--- src/rtl/uart_tx_fifo_if.sv ---
// UART TX FIFO bus: byte write port, fill status, transmitter handshake
// and overflow control. The FIFO itself connects through the slave modport.
interface uart_tx_fifo_if #(
    parameter int ADDR_W = 4
);
    logic [7:0]      wr_data;
    logic            wr_en;
    logic            full;
    logic            empty;
    logic [ADDR_W:0] count;
    logic [7:0]      tx_data;
    logic            tx_start;
    logic            tx_busy;
    logic            tx_done;
    logic            overflow;
    logic            ovf_clr;

    modport master (
        output wr_data, wr_en, tx_busy, tx_done, ovf_clr,
        input  full, empty, count, tx_data, tx_start, overflow
    );

    modport slave (
        input  wr_data, wr_en, tx_busy, tx_done, ovf_clr,
        output full, empty, count, tx_data, tx_start, overflow
    );
endinterface

--- src/rtl/uart_tx_fifo.sv ---
// Byte FIFO feeding a UART transmitter through a start/busy/done handshake.
// Define UART_TX_FIFO_OVF_EN to enable the sticky write-while-full overflow flag.
module uart_tx_fifo #(
    parameter int DEPTH  = 16,
    parameter int ADDR_W = 4
) (
    input logic           clk,
    input logic           rst,
    uart_tx_fifo_if.slave bus
);
    typedef enum logic [1:0] {IDLE, START, WAIT_ACK, WAIT_DONE} state_t;

    localparam logic [ADDR_W:0] FULL_CNT = DEPTH[ADDR_W:0];
    localparam logic [ADDR_W:0] CNT_ONE  = 1;

    logic [7:0]        mem [DEPTH];
    logic [ADDR_W-1:0] wr_ptr;
    logic [ADDR_W-1:0] rd_ptr;
    logic [ADDR_W:0]   count_q;
    logic [ADDR_W:0]   count_nxt;
    logic              full_q;
    logic              empty_q;
    logic [7:0]        tx_data_q;
    logic              tx_start_q;
    logic              wr_acc;
    logic              pop;
    state_t            state;

    always_comb begin
        wr_acc    = bus.wr_en && !full_q;
        pop       = (state == IDLE) && !empty_q && !bus.tx_busy;
        count_nxt = count_q;
        case ({wr_acc, pop})
            2'b10:   count_nxt = count_q + CNT_ONE;
            2'b01:   count_nxt = count_q - CNT_ONE;
            default: count_nxt = count_q;
        endcase
    end

    // Storage carries no reset; stale bytes are unreachable once the pointers clear.
    always_ff @(posedge clk) begin
        if (wr_acc)
            mem[wr_ptr] <= bus.wr_data;
    end

    always_ff @(posedge clk or negedge rst) begin
        if (!rst) begin
            wr_ptr     <= '0;
            rd_ptr     <= '0;
            count_q    <= '0;
            empty_q    <= 1'b1;
            full_q     <= 1'b0;
            tx_data_q  <= '0;
            tx_start_q <= 1'b0;
            state      <= IDLE;
        end else begin
            if (wr_acc)
                wr_ptr <= wr_ptr + 1'b1;
            if (pop)
                rd_ptr <= rd_ptr + 1'b1;
            count_q    <= count_nxt;
            empty_q    <= (count_nxt == '0);
            full_q     <= (count_nxt == FULL_CNT);
            tx_start_q <= 1'b0;
            case (state)
                IDLE: begin
                    if (pop) begin
                        tx_data_q  <= mem[rd_ptr];
                        tx_start_q <= 1'b1;
                        state      <= START;
                    end
                end
                START:     state <= WAIT_ACK;
                WAIT_ACK:  if (bus.tx_busy) state <= WAIT_DONE;
                WAIT_DONE: if (bus.tx_done) state <= IDLE;
                default:   state <= IDLE;
            endcase
        end
    end

    assign bus.count    = count_q;
    assign bus.full     = full_q;
    assign bus.empty    = empty_q;
    assign bus.tx_data  = tx_data_q;
    assign bus.tx_start = tx_start_q;

`ifdef UART_TX_FIFO_OVF_EN
    logic ovf_q;

    // Clear wins over a same-cycle dropped write.
    always_ff @(posedge clk or negedge rst) begin
        if (!rst)
            ovf_q <= 1'b0;
        else if (bus.ovf_clr)
            ovf_q <= 1'b0;
        else if (bus.wr_en && full_q)
            ovf_q <= 1'b1;
    end

    assign bus.overflow = ovf_q;
`else
    logic ovf_clr_unused;

    assign ovf_clr_unused = bus.ovf_clr;
    assign bus.overflow   = 1'b0;
`endif
endmodule

--- src/flat_wrapper.sv ---
// flat-port wrapper written by rule: the top's interface ports become plain ports
module uart_tx_fifo_flat 
#(
    parameter int DEPTH  = 16,
    parameter int ADDR_W = 4
)
  (clk, rst, bus_wr_data, bus_wr_en, bus_tx_busy, bus_tx_done, bus_ovf_clr, bus_full, bus_empty, bus_count, bus_tx_data, bus_tx_start, bus_overflow);
  uart_tx_fifo_if #(.ADDR_W(ADDR_W)) bus_i ();
  input logic clk;
  input logic rst;
  input wire logic [$bits(bus_i.wr_data)-1:0] bus_wr_data;
  input wire logic [$bits(bus_i.wr_en)-1:0] bus_wr_en;
  input wire logic [$bits(bus_i.tx_busy)-1:0] bus_tx_busy;
  input wire logic [$bits(bus_i.tx_done)-1:0] bus_tx_done;
  input wire logic [$bits(bus_i.ovf_clr)-1:0] bus_ovf_clr;
  output wire logic [$bits(bus_i.full)-1:0] bus_full;
  output wire logic [$bits(bus_i.empty)-1:0] bus_empty;
  output wire logic [$bits(bus_i.count)-1:0] bus_count;
  output wire logic [$bits(bus_i.tx_data)-1:0] bus_tx_data;
  output wire logic [$bits(bus_i.tx_start)-1:0] bus_tx_start;
  output wire logic [$bits(bus_i.overflow)-1:0] bus_overflow;
  assign bus_i.wr_data = bus_wr_data;
  assign bus_i.wr_en = bus_wr_en;
  assign bus_i.tx_busy = bus_tx_busy;
  assign bus_i.tx_done = bus_tx_done;
  assign bus_i.ovf_clr = bus_ovf_clr;
  assign bus_full = bus_i.full;
  assign bus_empty = bus_i.empty;
  assign bus_count = bus_i.count;
  assign bus_tx_data = bus_i.tx_data;
  assign bus_tx_start = bus_i.tx_start;
  assign bus_overflow = bus_i.overflow;
  uart_tx_fifo #(.DEPTH(DEPTH), .ADDR_W(ADDR_W)) u_core (.clk(clk), .rst(rst), .bus(bus_i));
endmodule
--- config.mk ---
export PLATFORM = sky130hd
export DESIGN_NAME = uart_tx_fifo_flat
export DESIGN_NICKNAME = d
export VERILOG_FILES = /design/src/rtl/uart_tx_fifo_if.sv /design/src/rtl/uart_tx_fifo.sv /design/src/flat_wrapper.sv
export SDC_FILE = /design/constraint.sdc
export NUM_CORES = 1
export LEC_CHECK = 0
export CORE_MARGIN = 2
export CORE_UTILIZATION = 54
export DETAILED_ROUTE_END_ITERATION = 10
export HOLD_SLACK_MARGIN = 0.05
export PLACE_DENSITY = 0.76
export SLEW_MARGIN = 25
export SYNTH_ARGS = -nofsm -noshare
export SYNTH_HDL_FRONTEND = slang
export SYNTH_SLANG_ARGS = --single-unit
--- constraint.sdc ---
create_clock -name clk -period 2.9 [get_ports clk]
set_clock_uncertainty 0.15 [all_clocks]
set_input_delay 0.29 -clock clk [delete_from_list [all_inputs] [get_ports clk]]
set_output_delay 0.29 -clock clk [all_outputs]
set_load 0.02 [all_outputs]
* Word-level counts from Yosys, hierarchy flattened
Memory sizes are Yosys's and may differ from the RTL's. A register that Yosys moved wholly into a read port is not among the register bits.
Index checks and enable logic that the tools add are counted.
** Word-level totals
- Register bits :: 18
- RAM bits :: 128
- Input bits :: 14
- Output and inout port bits :: 17
- Memories :: 1
** Memories
- u_core.mem :: words 16, bits a word 8, rd ports 1, clocked after memory_dff 1, write ports 1, RTL line uart_tx_fifo.sv:16 : logic [7:0] mem [DEPTH];
** Operators by class
- Add/sub/neg operators :: 4
- Eq/ne operators :: 9
- Muxes and demuxes :: 9
- Reduce and logical (&&, ||, !) cells :: 11
** Operators by type and width (count)
- case mux 5 bit (2 select lines) :: 1
- adder 4 x 1 -> 4 bit, second input constant :: 2
- case mux 2 bit (4 select lines) :: 1
- equality test 2 bit, second input constant :: 3
- two-way mux 2 bit :: 3
- adder 5 x 1 -> 5 bit, second input constant :: 1
- equality test 5 bit, second input constant :: 1
- logical NOT 5 bit :: 1
- subtractor 5 x 1 -> 5 bit, second input constant :: 1
- equality test 2 x 1 -> 1 bit, second input constant :: 2
- logical NOT 1 bit :: 4
- two-way mux 1 bit :: 4
- != test 2 bit, second input constant :: 2
- logical AND 1 bit :: 3
- AND reduction 3 bit :: 1
- logical NOT 2 bit :: 1
- != test 2 x 1 -> 1 bit, second input constant :: 1
- AND reduction 2 bit :: 1

* Depth between registers and ports, before layout
Gate-level depths: netlist (run 1).
- Word-level depth :: 6
- Gate-level depth with buffers :: 13
- Depth with buffers taken out :: 12

* Least setup slack after synthesis (run 1)
Ideal clock, no wire load.
- Path kind :: reg2reg
- From :: register u_core.state[0]
- To :: register u_core.full_q, in the netlist u_core.bus.full
- Setup time :: 0.087 ns
- Data arrival time :: 2.792 ns
- Slack :: -0.129 ns
- Stages on the path, launching flop included :: 13
- Buffers on the path :: 3
- Clock period less this slack :: 3.029 ns
- Cells stage by stage :: dfrtp_1 > inv_1 > ha_1 > or3b_1 > buf_6 > clkinv_4 > clkbuf_1 > ha_1 > buf_1 > or3b_2 > a21oi_1 > or4b_4 > a211oi_2
** Between the ends
- Cells in the longest elaborated chain, start to end :: 6
- Elaborated cells on any way between the ends :: 7
** Ends and longest elaborated chain
- start, declared :: RTL line uart_tx_fifo.sv:27 : state_t state;
- start signal, assigned :: RTL line uart_tx_fifo.sv:55 : state <= IDLE;
- start signal, assigned :: RTL line uart_tx_fifo.sv:70 : state <= START;
- start signal, assigned :: RTL line uart_tx_fifo.sv:73 : START: state <= WAIT_ACK;
- logical NOT 2 bit * :: RTL line uart_tx_fifo.sv:31 : pop = (state == IDLE) && !empty_q && !bus.tx_busy;
- logical AND 1 bit * (2 in a row) :: RTL line uart_tx_fifo.sv:31
- equality test 2 x 1 -> 1 bit / equality test 2 bit (equally long branches) :: RTL line uart_tx_fifo.sv:33 : case ({wr_acc, pop})
- case mux 5 bit (2 select lines) * :: RTL line uart_tx_fifo.sv:33
- equality test 5 bit * :: RTL line uart_tx_fifo.sv:63 : full_q <= (count_nxt == FULL_CNT);
- end signal, assigned :: RTL line uart_tx_fifo.sv:63
- end, declared :: RTL line uart_tx_fifo.sv:21 : logic full_q;
Mark *: on every way between the ends. The rest lies on a longest branch, timed or not.
A chain may end at the register's enable or synchronous reset.

* Final worst setup path (run 1)
- From :: register u_core.state[1]
- To :: register u_core.full_q, in the netlist u_core.bus.full
The elaborated chain is that of the path after synthesis.

==> results by stage, run 1 <==
Routing:
- The average wire per standard cell is 20.93 µm.
- In the routed design, unresolved DRC markers number 0.
- The wire length the detailed router placed on met1 is 4.854 mm.
- In the detailed route, the total length drawn on met3 is 615 µm.
- The first detailed-routing pass took 5 iterations.
- The met2 routed wirelength is 5.941 mm.
- The highest metal layer with signal wires is met4.
- The first routing iteration left 283 violations.
- The final wirelength is 11.59 mm.
- The final antenna-violating net count is 0.
- The average via count per standard cell is 5.720.
- The via count is 3169.

Clocking:
- The cell chosen for the clock root is clkbuf_16.
- The clock tree from TritonCTS is built.
- The number of buffers between clock root and the deepest sink is 2.
- In this run, post-CTS repair resized a total of 0 instances.
- CTS saw 154 sinks.
- The H-tree was split into 4 levels.
- The post-cts hold buffer count is 0.
- The CTS clock-pin slew for the worst setup and hold paths is 60 ps.
- The clock reaches the later pin of the worst-skew pair after 420 ps.
- The number of buffers created by CTS is 17.
- Once the clock tree was built, the setup fixing pass inserted 0 buffers.

Worst setup path:
- The worst register-to-register path begins at u_core.state[1].
- The endpoint of the worst-slack reg-to-reg timing path is u_core.bus.full.
- In this run the register-to-register setup slack is 100 ps.
- STA classifies the critical path endpoint as a register.
- Data on the critical path is required at its endpoint by 3090 ps.
- In this run the worst path has a maximum fanout of 4.
- The worst setup path endpoint is u_core.bus.full.
- The launching instance or port of the critical path is u_core.state[1].
- For the worst setup path, the data arrival time is 2990 ps.
- The category of the most critical setup path is reg -> reg.
- The number of cells traversed by the worst register-to-register path is 11.
- The worst setup path is launched from a register.

STA:
- The worst max-slew margin expressed relative to the limit is 0.5846.
- The final worst setup slack is 96.26 ps.
- The worst-margin pin slew is 623.0 ps.
- The post-route fraction of the period consumed by the critical path is 0.9668.
- The final-report hold violation count was 0.
- The total count of max-transition violations in the final report came to 0.
- For this run, the top clock speed supported by timing is 356.7 MHz.
- The post-route minimum period is 2804 ps.
- Setup violations remaining at the end of the flow were counted as 0.

GRT:
- The first global-routing pass estimated 18.68 mm of wire.
- Entering global routing, the biggest net connects 36 pins.
- The number of antenna violations at the first check in global routing is 0.
- Across every metal layer, demand over resource in global routing totals 0.2015.
- The number of global-route vias before repair came to 3348.
- Summed over all layers, the global routing overflow is 0.

Cells and area:
- Leaving out fill and tap cells, the most frequent cell in the layout is edfxtp_1.
- The area overhead of the layout relative to synthesis is 18.78%.
- The fraction of layout cells with a size suffix above 1 is 0.2871.
- The number of nets in the final layout is 424.
- The library cells used most frequently in the layout, excluding fill and tap cells, are edfxtp_1, mux4_2, nand2_1.
- The repair_antennas step left the layout with diodes totalling 0.

Yosys:
- The synthesized design contains 154 register bits.
- For this run, the register share of the synthesized area comes to 0.7102.
- Summing every instance area after synthesis gives 6330 µm².
- The average instance in the mapped netlist occupies 18.29 µm².
- When the netlist entered floorplanning its net count stood at 372.
- The netlist uses 42 different library cells.
- The count of mapped cells out of synthesis is 346.
- During synthesis, Yosys emitted a total of 0 warnings.

Place:
- The worst setup slack before clock tree synthesis is -57.02 ps.
- The global placement routability congestion is 0.8015.
- Buffers placed on the I/O ports in this run total 28.
- The placed wire-length estimate after detailed placement is 7.514 mm.

Die:
- The initial utilization of the core area, before any placement, comes to 0.5544.
- The die covers 12600 µm².
- The cell row count is 39.
- The core region is 11420 µm².
- Pin placement for this block handled 31 I/O pins.
- The horizontal die dimension is 112.3 µm.
- The die is 112.3 µm tall.

Power:
- In this run the power density over the cells is 989.8 nW/µm².
- The total design power is 7441 µW.
- IR analysis of the VDD net gives a maximum drop of 0.5882 mV.
- The leakage power total is 0.002629 µW.

Hold path:
- The min-delay analysis places its worst path in the category in -> async.

Run status:
- The run finished with clean final reports.

Job:
- Max-cap violations in this run came to 0.
-- where the power goes --
part           internal [µW]  leakage [µW]  switching, µW
logic                   1200      0.000890           1130
clock network           1190      0.000266            895
registers               2760       0.00147            266
-- how the worst min path moves through the flow --
| stage | from | to | cells after the start |
|---|---|---|---|
| finish | rst | u_core.bus.count[0] | 2 |
| global route | rst | u_core.wr_ptr[2] | 2 |
| CTS | rst | u_core.bus.tx_data[0] | 2 |
| detailed placement | u_core.bus.tx_data[4] | u_core.bus.tx_data[4] | 2 |
| global placement | u_core.bus.tx_data[5] | u_core.bus.tx_data[5] | 2 |
| floorplan | rst | u_core.bus.count[0] | 0 |
-- logic make-up (layout without fill, tap and decap cells) --
| logic type | after synthesis | after routing | share of synthesized area |
|---|---|---|---|
| and+or+nand+nor | 79 | 79 | 0.05970 |
| other | 1 | 1 | 0.0005924 |
| adders and majority gates | 12 | 12 | 0.02372 |
| muxes | 42 | 42 | 0.1459 |
| xor gates and xnor gates | 9 | 9 | 0.01245 |
| AOI/OAI and AO/OA | 20 | 20 | 0.02688 |
| buffers and inverters | 29 | 94 | 0.02056 |
| DFF | 154 | 154 | 0.7102 |
-- state kept, by name (all words and copies together), names as in the netlist --
name                 flops
u_core.mem             128
u_core.bus.tx_data       8
u_core.bus.tx_start      1
u_core.bus.empty         1
u_core.state             2
u_core.bus.full          1
u_core.bus.count         5
u_core.rd_ptr            4
u_core.wr_ptr            4
-- stage by stage --
step	std cells	hold WS [ps]	util	setup TNS [ps]	cell area, µm²
detailed placement	522	324.0	0.6045	-111.2	6903
finish	554	88.26	0.6584	0	7518
global placement	522	321.1	0.6045	-25.62	6903
global route	554	109.7	0.6584	-36.98	7518
CTS	554	90.24	0.6542	0	7470
floorplan	346	-155.6	-	0	6332
-- cells in the mapped netlist (all sizes together) --
library cell | instances | area [µm²]
buf | 10 | 53.80
or4b | 1 | 13.76
a32oi | 1 | 8.760
inv | 7 | 26.28
nand4 | 3 | 18.77
mux4 | 40 | 900.9
o41ai | 1 | 16.27
nand3b | 1 | 7.510
dfrtp | 25 | 625.6
o21ai | 1 | 5.000
xor2 | 1 | 8.760
or3b | 3 | 26.28
o21bai | 1 | 7.510
a211o | 1 | 8.760
a211oi | 1 | 12.51
nor3 | 6 | 30.03
ha | 12 | 150.1
nor3b | 2 | 15.01
clkbuf | 11 | 41.29
mux2 | 2 | 22.52
and4bb | 1 | 12.51
edfxtp | 128 | 3844
o211ai | 2 | 15.01
clkinv | 1 | 8.760
xnor2 | 8 | 70.07
nand2b | 5 | 31.28
conb | 1 | 3.750
o311ai | 2 | 25.03
a311oi | 2 | 23.77
nor2b | 3 | 18.77
nand2 | 38 | 142.6
a21oi | 5 | 25.02
dfstp | 1 | 26.28
a21o | 3 | 22.52
nand3 | 1 | 5.000
nor2 | 15 | 56.30
-- per-layer routing --
layer / vias up / GRT usage
met5: - / 0
met4: 0 / 0.08374
met3: 15 / 0.04644
met2: 91 / 0.3221
met1: 1612 / 0.2723
li1: 1451 / -
-- final cells by class --
| class | count | area, µm² |
|---|---|---|
| multi-input cells | 163 | 1753 |
| repair buffers | 54 | 488.0 |
| well taps | 143 | 178.9 |
| clock buffers | 17 | 425.4 |
| fillers | 768 | 3900 |
| inverters | 8 | 35.03 |
| flip-flops and latches | 154 | 4497 |
| clock inverters | 15 | 141.4 |
-- worst max-delay path, stage by stage, from the launching register on --
cell and delay (ps):
dfrtp_1 400, inv_1 80, ha_1 160, or3b_4 400
clkinv_4 60, nand2_2 60, xnor2_1 130, ha_2 200
o211ai_1 240, a21oi_2 110, or4b_4 500, a211oi_2 210
Power figures use the tool's default switching activity.
==> run 2: changes to the inputs <==
--- a/config.mk
+++ b/config.mk
@@ -5,6 +5,7 @@
 export SDC_FILE = /design/constraint.sdc
 export NUM_CORES = 1
 export LEC_CHECK = 0
+export ABC_AREA = 1
 export CORE_MARGIN = 2
 export CORE_UTILIZATION = 54
 export DETAILED_ROUTE_END_ITERATION = 10
==> run 2 against run 1 <==
  * Clock power is 9% lower
  * Critical path type unchanged
  * Sequential power is 2% lower
  * Critical path depth is 5 higher
  * First-iteration DRC count is 19% higher
  * Flip-flop and latch count stayed put
  * Die area is 0.73% higher
  * Non-clock buffer count is 1 lower
==> results by stage, run 2 <==
Yosys:
- The count of mapped cells out of synthesis is 522 (+51%).
- The fraction of post-synthesis cell area in the top cell type by area is 0.6027 (-0.004527).
- The post-synthesis share of cell area spent on full adders, half adders and majority gates is 0.02354 (-0.0001768).
- The register area share after synthesis is 0.7049 (-0.005295).
- The count of cell types in the netlist is 30 (-29%).
- For this run, the leading register cell type out of synthesis is edfxtp_1.
- After synthesis, the cell types taking the most area are edfxtp_1, dfrtp_1, nor2_1, o21ai_0, nand2_1.
- The xor and xnor area share after synthesis is 0.01099 (-0.001466).
- The synthesized design spends more area on one cell type than any other, namely edfxtp_1.
- The post-synthesis mux area share is 0 (-0.1459).
- The proportion of synthesized flip-flops having asynchronous set or reset is 0.1688 (unchanged).
- The synthesized-area fraction occupied by and/or/nand/nor cells was 0.1095 (+0.04978).
- The largest family of logic cells by synthesized area is simple AND/OR/NAND/NOR gates.
- The area fraction in compound gates after synthesis was 0.1095 (+0.08259).
- The synthesized area is 6377 µm² (+0.75%).
- The synthesized area per cell is 12.22 µm² (-33%).
- The count of flip-flops with a built-in enable after synthesis is 128 (unchanged).
- The register bit count reported by yosys is 154 (unchanged).
- The most common cell in the synthesized netlist is edfxtp_1.
- Ranked by instance count, the synthesized netlist is headed by edfxtp_1, nor2_1, nand2_1.
- The net count after synthesis is 548 (+47%).
- The count of yosys warnings during synthesis is 0 (unchanged).

Worst setup path:
- The data required time of the worst path is 3050 ps (-40 ps).
- The register-to-register path setup slack is 570 ps (+470 ps).
- The setup path with the least slack is of type reg -> reg.
- The signal on the critical path passes through inv_1, ha_1, inv_1, nor2_1, nand3_1, nand2_1, nand2_1, ha_1, a21oi_1, inv_1, nand3_1, nand2_1, nand2_1, nand2_1, a21oi_1, nor2_1.
- The worst setup path is captured at a register.
- The arrival time at the worst endpoint is 2490 ps (-500 ps).
- The number of cells traversed by the worst register-to-register path is 16 (+5).
- STA classifies the critical path startpoint as a register.
- The maximum cell stage delay along the critical path is 390 ps (-110 ps).
- The biggest fanout along the worst timing path was 4 (unchanged).
- The most prevalent standard cell on the critical path is nand2_1.
- The endpoint of the worst-slack reg-to-reg timing path is u_core.bus.full.
- The kind of cell with the highest combined delay along the critical path is simple AND/OR/NAND/NOR gates.
- The number of buffer and inverter stages on the critical path came to 3 (+1).
- The critical path depth was 16 (+5).
- The launching point of the worst reg2reg path is u_core.state[0].
- The slowest stage of the critical path is the dfrtp_1 cell.

Power:
- The clock network power share is 0.255 (-0.026).
- The total design power is 7483 µW (+0.56%).
- The highest ir drop seen on vdd is 0.6670 mV (+13%).
- The leakage power total is 0.002725 µW (+3.7%).
- The sequential power share is 0.397 (-0.009).
- The part of the total power dissipated in combinational logic is 0.348 (+0.035).
- The internal power is 4738 µW (-8.0%).
- The power spent charging and discharging nets came to 2745 µW (+20%).
- The fraction of power spent switching nets is 0.3668 (+0.05867).
- The power density over the cells is 1013 nW/µm² (+2.3%).

Die:
- The horizontal die dimension is 112.7 µm (+0.37%).
- The top-level port count came to 31 (unchanged).
- The overall die area is 12700 µm² (+0.73%).
- The placeable core region is 11470 µm² (+0.43%).
- The cell row count was 39 (unchanged).
- The height of the die was 112.7 µm (+0.37%).
- The initial cell density of the core is 0.5561 (+0.001787).

Routing:
- The number of remaining DRC errors is 0 (unchanged).
- The final wirelength came to 13.53 mm (+17%).
- The length of the first detailed-routing pass in iterations is 4 (-1).
- The via count is 4207 (+33%).
- The average wire per standard cell is 18.68 µm (-11%).
- The average via count per standard cell is 5.811 (+1.6%).
- The violation count after the first detailed-route iteration is 336 (+19%).
- The final antenna-violating net count was 0 (unchanged).

STA:
- Setup repair after global routing left no endpoint under its margin.
- The setup violation total in the final timing report is 0 (unchanged).
- The top achievable clock speed is 428.3 MHz (+20%).
- The hold slack is 88.46 ps (+0.2078 ps).
- The total negative slack for setup checks is 0 ps (unchanged).
- The total count of max-transition violations in the final report came to 0 (unchanged).
- The post-route minimum period is 2335 ps (-468.9 ps).
- The worst-margin pin slew is 672.4 ps (+49.32 ps).
- The worst max-slew margin expressed relative to the limit is 0.5504 (-0.03428).
- The post-route fraction of the period consumed by the critical path is 0.8051 (-0.1617).
- The final-report hold violation count is 0 (unchanged).

GRT:
- The met3 usage is 0.04212 (-0.004320).
- The global route total overflow is 0 (unchanged).
- The all-layer global routing usage is 0.2272 (+0.02574).
- The number of global-route vias before repair came to 4124 (+23%).
- The maximum number of pins on one net before global-route repair is 53 (+47%).
- The number of antenna violations at the first check in global routing is 0 (unchanged).
- The met1 track demand over resource in global routing came to 0.2902 (+0.01797).
- The met2 layer usage reported by global route is 0.3764 (+0.05436).
- The global routing stage identified its most utilized layer as met2.
- The global-route wire length before repair is 21.42 mm (+15%).

Cells and area:
- The library cells used most frequently in the layout, excluding fill and tap cells, are edfxtp_1, nor2_1, nand2_1.
- The final instance count without filler cells was 724 (+31%).
- The number of flip-flops under the largest register name came to 128 (unchanged).
- The antenna diode instance count is 0 (unchanged).
- The fraction of layout cells with a size suffix above 1 was 0.1136 (-0.1735).
- The library cell used most frequently in the layout, excluding fill and tap cells, is edfxtp_1.
- u_core.mem holds more flip-flops than any other register.
- The number of nets in the final layout is 594 (+40%).
- The filler cell count is 823 (+7.2%).
- The final design area excluding fillers is 7387 µm² (-1.7%).
- The area overhead of the layout relative to synthesis is 15.83%.

Hold path:
- The class of the worst hold path is in -> async.

Clocking:
- The clock insertion delay at the later pin of the skew report is 420 ps (about the same).
- The post-cts hold buffer count is 0 (unchanged).
- The H-tree depth was 4 (unchanged).
- The number of buffers created by CTS is 17 (unchanged).
- The cell chosen for the clock root is clkbuf_16.
- The number of buffers between clock root and the deepest sink is 2 (unchanged).
- The total setup buffers inserted after CTS is 0 (unchanged).
- The CTS clock-pin slew for the worst setup and hold paths came to 60 ps (about the same).
- The count of cells resized by post-cts repair came to 0 (unchanged).
- The number of sinks driven by the clock tree is 154 (unchanged).
- The clock tree from TritonCTS is built.

Place:
- The global placement routability congestion came to 0.8770 (+9.4%).
- The total of buffers placed on input and output ports came to 28 (unchanged).
- The post-place instance area came to 6874 µm² (-0.42%).
- The count of placed standard cells including taps is 692 (+33%).
- The placed wire-length estimate after detailed placement is 8.383 mm (+12%).

Run status:
- The flow ran to the end, and the final reports show no timing, DRC or antenna violations.

Job:
- The number of max-capacitance violations reported is 0 (unchanged).
## run 2: changes by cell type in the layout (fill, tap and decap cells not counted), sizes merged, moves of 4 or more
cell	delta
o21ai	+81
nor2	+79
mux4	-40
nand2	+18
nand3	+18
o221ai	+18
inv	+15
o22ai	+15
xnor2	-7
xor2	+6
nand2b	-5
nor3	-5
clkinv	+4
## run 2: worst max-delay path by stage
stage                                 from                to  slack [ps]
after floorplan           u_core.bus.empty  u_core.bus.empty         690
after global placement         bus_tx_busy   u_core.bus.full         550
after detailed placement       bus_tx_busy   u_core.bus.full         540
after CTS                  u_core.state[0]   u_core.bus.full         560
after global routing       u_core.state[0]   u_core.bus.full         280
final                      u_core.state[0]   u_core.bus.full         570
## run 2: power groups by stage
stage	clock, µW	sequential [µW]	combinational (µW)
floorplan	0	3050	1690
global placement	0	2990	2490
detailed placement	0	3010	2580
CTS	1930	2960	2600
global route	2010	3000	2900
finish	1910	2970	2600
## run 2: cell families (layout without fill, tap and decap cells)
| logic type | Yosys count | count (layout) |
|---|---|---|
| AND/OR/NAND/NOR | 174 | 174 |
| buffers and inverters | 52 | 111 |
| AO/OA/AOI/OAI | 121 | 121 |
| other | 1 | 1 |
| flip-flops | 154 | 154 |
| XOR/XNOR | 8 | 8 |
| adder cells (fa/ha/maj) | 12 | 12 |
## run 2: metal layers
metal	share of wire	up-vias
li1	-	1968
met1	0.41	2057
met2	0.51	153
met5	0	-
met3	0.057	29
met4	0.026	0
## run 2: worst register-to-register path, stage by stage, from the launching register on
cell	delay (ps)
dfrtp_1	390
inv_1	130
ha_1	180
inv_1	50
nor2_1	130
nand3_1	140
nand2_1	90
nand2_1	80
ha_1	190
a21oi_1	180
inv_1	80
nand3_1	100
nand2_1	50
nand2_1	50
nand2_1	60
a21oi_1	120
nor2_1	60
## run 2: final cells by class
type | instances | area, µm² | share of cell area
Inverter | 26 | 97.59 | 0.01321
Clock inverter | 13 | 80.08 | 0.01084
Sequential cell | 154 | 4497 | 0.6087
Clock buffer | 19 | 432.9 | 0.05860
Multi-Input combinational cell | 316 | 1620 | 0.2193
Tap cell | 143 | 178.9 | 0.02422
Timing Repair Buffer | 53 | 480.5 | 0.06504
## run 2: through the flow
stage / setup slack [ps] / utilization
2_1_floorplan: 686.7 / -
3_3_place_gp: 545.7 / 0.5995
3_5_place_dp: 535.4 / 0.5995
4_1_cts: 557.0 / 0.6442
5_1_grt: 279.9 / 0.6442
6_report: 565.1 / 0.6442
==> run 3: changes to the inputs <==
--- a/config.mk
+++ b/config.mk
@@ -7,10 +7,10 @@
 export LEC_CHECK = 0
 export ABC_AREA = 1
 export CORE_MARGIN = 2
-export CORE_UTILIZATION = 54
+export CORE_UTILIZATION = 60
 export DETAILED_ROUTE_END_ITERATION = 10
 export HOLD_SLACK_MARGIN = 0.05
-export PLACE_DENSITY = 0.76
+export PLACE_DENSITY = 0.79
 export SLEW_MARGIN = 25
 export SYNTH_ARGS = -nofsm -noshare
 export SYNTH_HDL_FRONTEND = slang
==> constraint.sdc (replaced) <==
create_clock -name clk -period 2.2 [get_ports clk]
set_clock_uncertainty 0.15 [all_clocks]
set_input_delay 0.22 -clock clk [delete_from_list [all_inputs] [get_ports clk]]
set_output_delay 0.22 -clock clk [all_outputs]
set_load 0.02 [all_outputs]
==> run 3 against run 2 <==
  * Maximum frequency increased by 11%
  * Cell count increased by 1.8%
  * Flip-flop and latch count unchanged
  * Non-clock buffer count increased by 20
  * Design area increased by 4.3%
  * First-iteration DRC count increased by 46%
  * Combinational power increased by 48%
  * Critical path type unchanged
  * Sequential power increased by 32%
  * Count of clock-buffer cells in the layout increased by 1
  * Largest cell class unchanged
==> results by stage, run 3 (same netlist as run 2, synthesis figures left out) <==
GRT:
- The global route total overflow is 0 (unchanged).
- The number of antenna violations at the first check in global routing is 0 (unchanged).
- The maximum number of pins on one net before global-route repair was 37 (-30%).
- The global-route wire length before repair is 22.18 mm (+3.5%).
- The all-layer global routing usage is 0.2639 (+0.03667).
- The number of global-route vias before repair is 4317 (+4.7%).

Die:
- The cell row count is 37 (-5.1%).
- The horizontal die dimension came to 107.1 µm (-5.0%).
- The placeable core region is 10320 µm² (-10%).
- The height of the die is 107.1 µm (-5.0%).
- The top-level port count came to 31 (unchanged).
- The overall die area is 11470 µm² (-9.7%).
- The initial cell density of the core came to 0.6177 (+0.06161).

STA:
- The worst max-slew margin expressed relative to the limit came to 0.5488 (-0.001583).
- The setup violation total in the final timing report is 0 (unchanged).
- The post-route fraction of the period consumed by the critical path came to 0.9565 (+0.1514).
- The worst-margin pin slew is 674.7 ps (+2.367 ps).
- The post-route minimum period is 2104 ps (-230.5 ps).
- Setup repair after global routing could not meet its margin everywhere.
- The final-report hold violation count came to 0 (unchanged).
- The top achievable clock speed came to 475.2 MHz (+11%).
- The total count of max-transition violations in the final report is 0 (unchanged).

Power:
- The power spent charging and discharging nets was 3789 µW (+38%).
- The internal power is 6746 µW (+42%).
- The sequential power share is 0.373 (-0.024).
- The leakage power total came to 0.002846 µW (+4.4%).
- The clock network power share is 0.261 (+0.006).
- The fraction of power spent switching nets is 0.3596 (-0.007132).
- The part of the total power dissipated in combinational logic is 0.365 (+0.017).
- The highest ir drop seen on vdd came to 0.9014 mV (+35%).
- The power density over the cells came to 1368 nW/µm² (+35%).

Worst setup path:
- The family with the most delay on the worst path is simple AND/OR/NAND/NOR gates.
- The critical path endpoint category is a register.
- The biggest fanout along the worst timing path came to 3 (-1).
- Among all stages on the critical path, the largest delay is contributed by dfrtp_1.
- The critical path is of the reg -> reg type.
- The data required time of the worst path was 2510 ps (-540 ps).
- The worst setup path is launched from a register.
- The arrival time at the worst endpoint is 2410 ps (-80 ps).
- Walking the worst path, the cells encountered are inv_2, ha_4, nand3_4, nor2_4, nand2_1, nand2_2, ha_4, nand2_1, o21ai_1, or2_1, nor2_2, nand3_2, nor2_1.
- The number of buffer and inverter stages on the critical path is 1 (-2).
- The maximum cell stage delay along the critical path came to 390 ps (about the same).

Routing:
- The final wirelength is 14.42 mm (+6.6%).
- The length of the first detailed-routing pass in iterations was 7 (+3).
- The number of remaining DRC errors is 0 (unchanged).
- The violation count after the first detailed-route iteration was 489 (+46%).
- The via count is 4383 (+4.2%).
- The final antenna-violating net count is 0 (unchanged).
- The average wire per standard cell is 19.56 µm (+4.7%).
- The average via count per standard cell came to 5.947 (+2.3%).

Job:
- The number of max-capacitance violations reported is 0 (unchanged).

Clocking:
- The CTS clock-pin slew for the worst setup and hold paths is 60 ps (about the same).
- The number of buffers created by CTS is 17 (unchanged).
- The cell chosen for the clock root is clkbuf_8.
- The number of buffers between clock root and the deepest sink was 2 (unchanged).
- The clock insertion delay at the later pin of the skew report is 530 ps (+110 ps).
- The clock tree from TritonCTS is built.
- The H-tree depth is 4 (unchanged).
- The number of sinks driven by the clock tree came to 154 (unchanged).

Cells and area:
- In the layout the commonest cells are edfxtp_1, nor2_1, nand2_1.
- The filler cell count is 646 (-22%).
- Compared with the post-synthesis result, the final layout area differs by 20.76%.
- The number of nets in the final layout is 614 (+3.4%).
- Counting flops per register, the top entry is u_core.mem.
- The antenna diode instance count is 0 (unchanged).
- The number of flip-flops under the largest register name is 128 (unchanged).
- The final instance count without filler cells is 737 (+1.8%).
- The most common cell after layout, fill and taps aside is edfxtp_1.
- The fraction of layout cells with a size suffix above 1 is 0.1814 (+0.06777).
- The final design area excluding fillers is 7701 µm² (+4.3%).

Place:
- The placed wire-length estimate after detailed placement is 8.941 mm (+6.7%).
- The count of placed standard cells including taps is 699 (+1.0%).
- The total of buffers placed on input and output ports is 28 (unchanged).
- The post-place instance area is 6995 µm² (+1.8%).
- The global placement routability congestion is 0.8278 (-5.6%).

Hold path:
- The class of the worst hold path is in -> reg.

Run status:
- The run finished with clean final reports.
## run 3: changes by cell type in the layout (fill, tap and decap cells not counted), sizes merged
cell | before | now
bufinv | 0 | 2
clkinv | 10 | 6
dlygate4sd3 | 0 | 1
clkbuf | 19 | 20
buf | 25 | 44
inv | 27 | 26
clkinvlp | 2 | 4
## run 3: cell type report
class / count / area (µm²) / share of cell area
multi-input cells: 316 / 1722 / 0.2236
inverters: 26 / 97.59 / 0.01267
clock inverters: 12 / 123.9 / 0.01608
clock buffers: 20 / 445.4 / 0.05784
flip-flops and latches: 154 / 4497 / 0.5839
well taps: 136 / 170.2 / 0.02210
repair buffers: 73 / 645.6 / 0.08383
## run 3: through the flow
stage | hold slack [ps] | power [µW] | setup WS [ps] | utilization | TNS, ps
6_report | 211.2 | 10540 | 95.62 | 0.7460 | 0
5_1_grt | 217.2 | 11090 | -37.77 | 0.7460 | -40.70
4_1_cts | 186.2 | 10370 | 2.219 | 0.7372 | 0
3_5_place_dp | 319.8 | 7533 | -93.99 | 0.6776 | -171.1
3_3_place_gp | 315.2 | 7368 | -31.25 | 0.6776 | -54.34
2_1_floorplan | -225.6 | 6269 | 70.01 | - | 0
## run 3: power groups by stage
stage	Sequential [µW]	Combinational [µW]	Clock (µW)
6_report	3930	3850	2750
5_1_grt	3970	4220	2910
4_1_cts	3920	3670	2780
3_5_place_dp	3960	3570	0
3_3_place_gp	3940	3430	0
2_1_floorplan	4020	2250	0
## run 3: worst paths after layout
kind	start	end	slack, ps	cells past startpoint
max in group asynchronous	rst	u_core.bus.empty	1110	3
max reg2reg	u_core.state[0]	u_core.bus.full	100	13
min	bus_wr_en	u_core.wr_ptr[0]	210	3
max	u_core.state[0]	u_core.bus.full	100	13
min reg2reg	u_core.bus.tx_data[2]	u_core.bus.tx_data[2]	350	2
min in group asynchronous	rst	u_core.bus.tx_data[3]	490	3
## run 3: worst register-to-register path, cell delays in order, from the launching register on
cell and delay, ps:
dfrtp_1 390, inv_2 90, ha_4 160, nand3_4 100
nor2_4 120, nand2_1 60, nand2_2 100, ha_4 200
nand2_1 50, o21ai_1 60, or2_1 240, nor2_2 120
nand3_2 90, nor2_1 100
## run 3: repair_timing
item | CTS | global route
pin swaps | 4 | 10
endpoints found under the hold margin | 25 | 0
gates resized for setup | 8 | 16
endpoints found under the setup margin | 2 | 3
setup buffers | 1 | 4
hold buffers | 1 | 0
## run 3: metal layers
layer	vias up	wire [µm]	global-route usage
li1	2007	-	-
met1	2128	5522	0.3319
met2	207	7356	0.4335
met3	41	1097	0.05836
met4	0	442	0.1317
met5	-	0	0
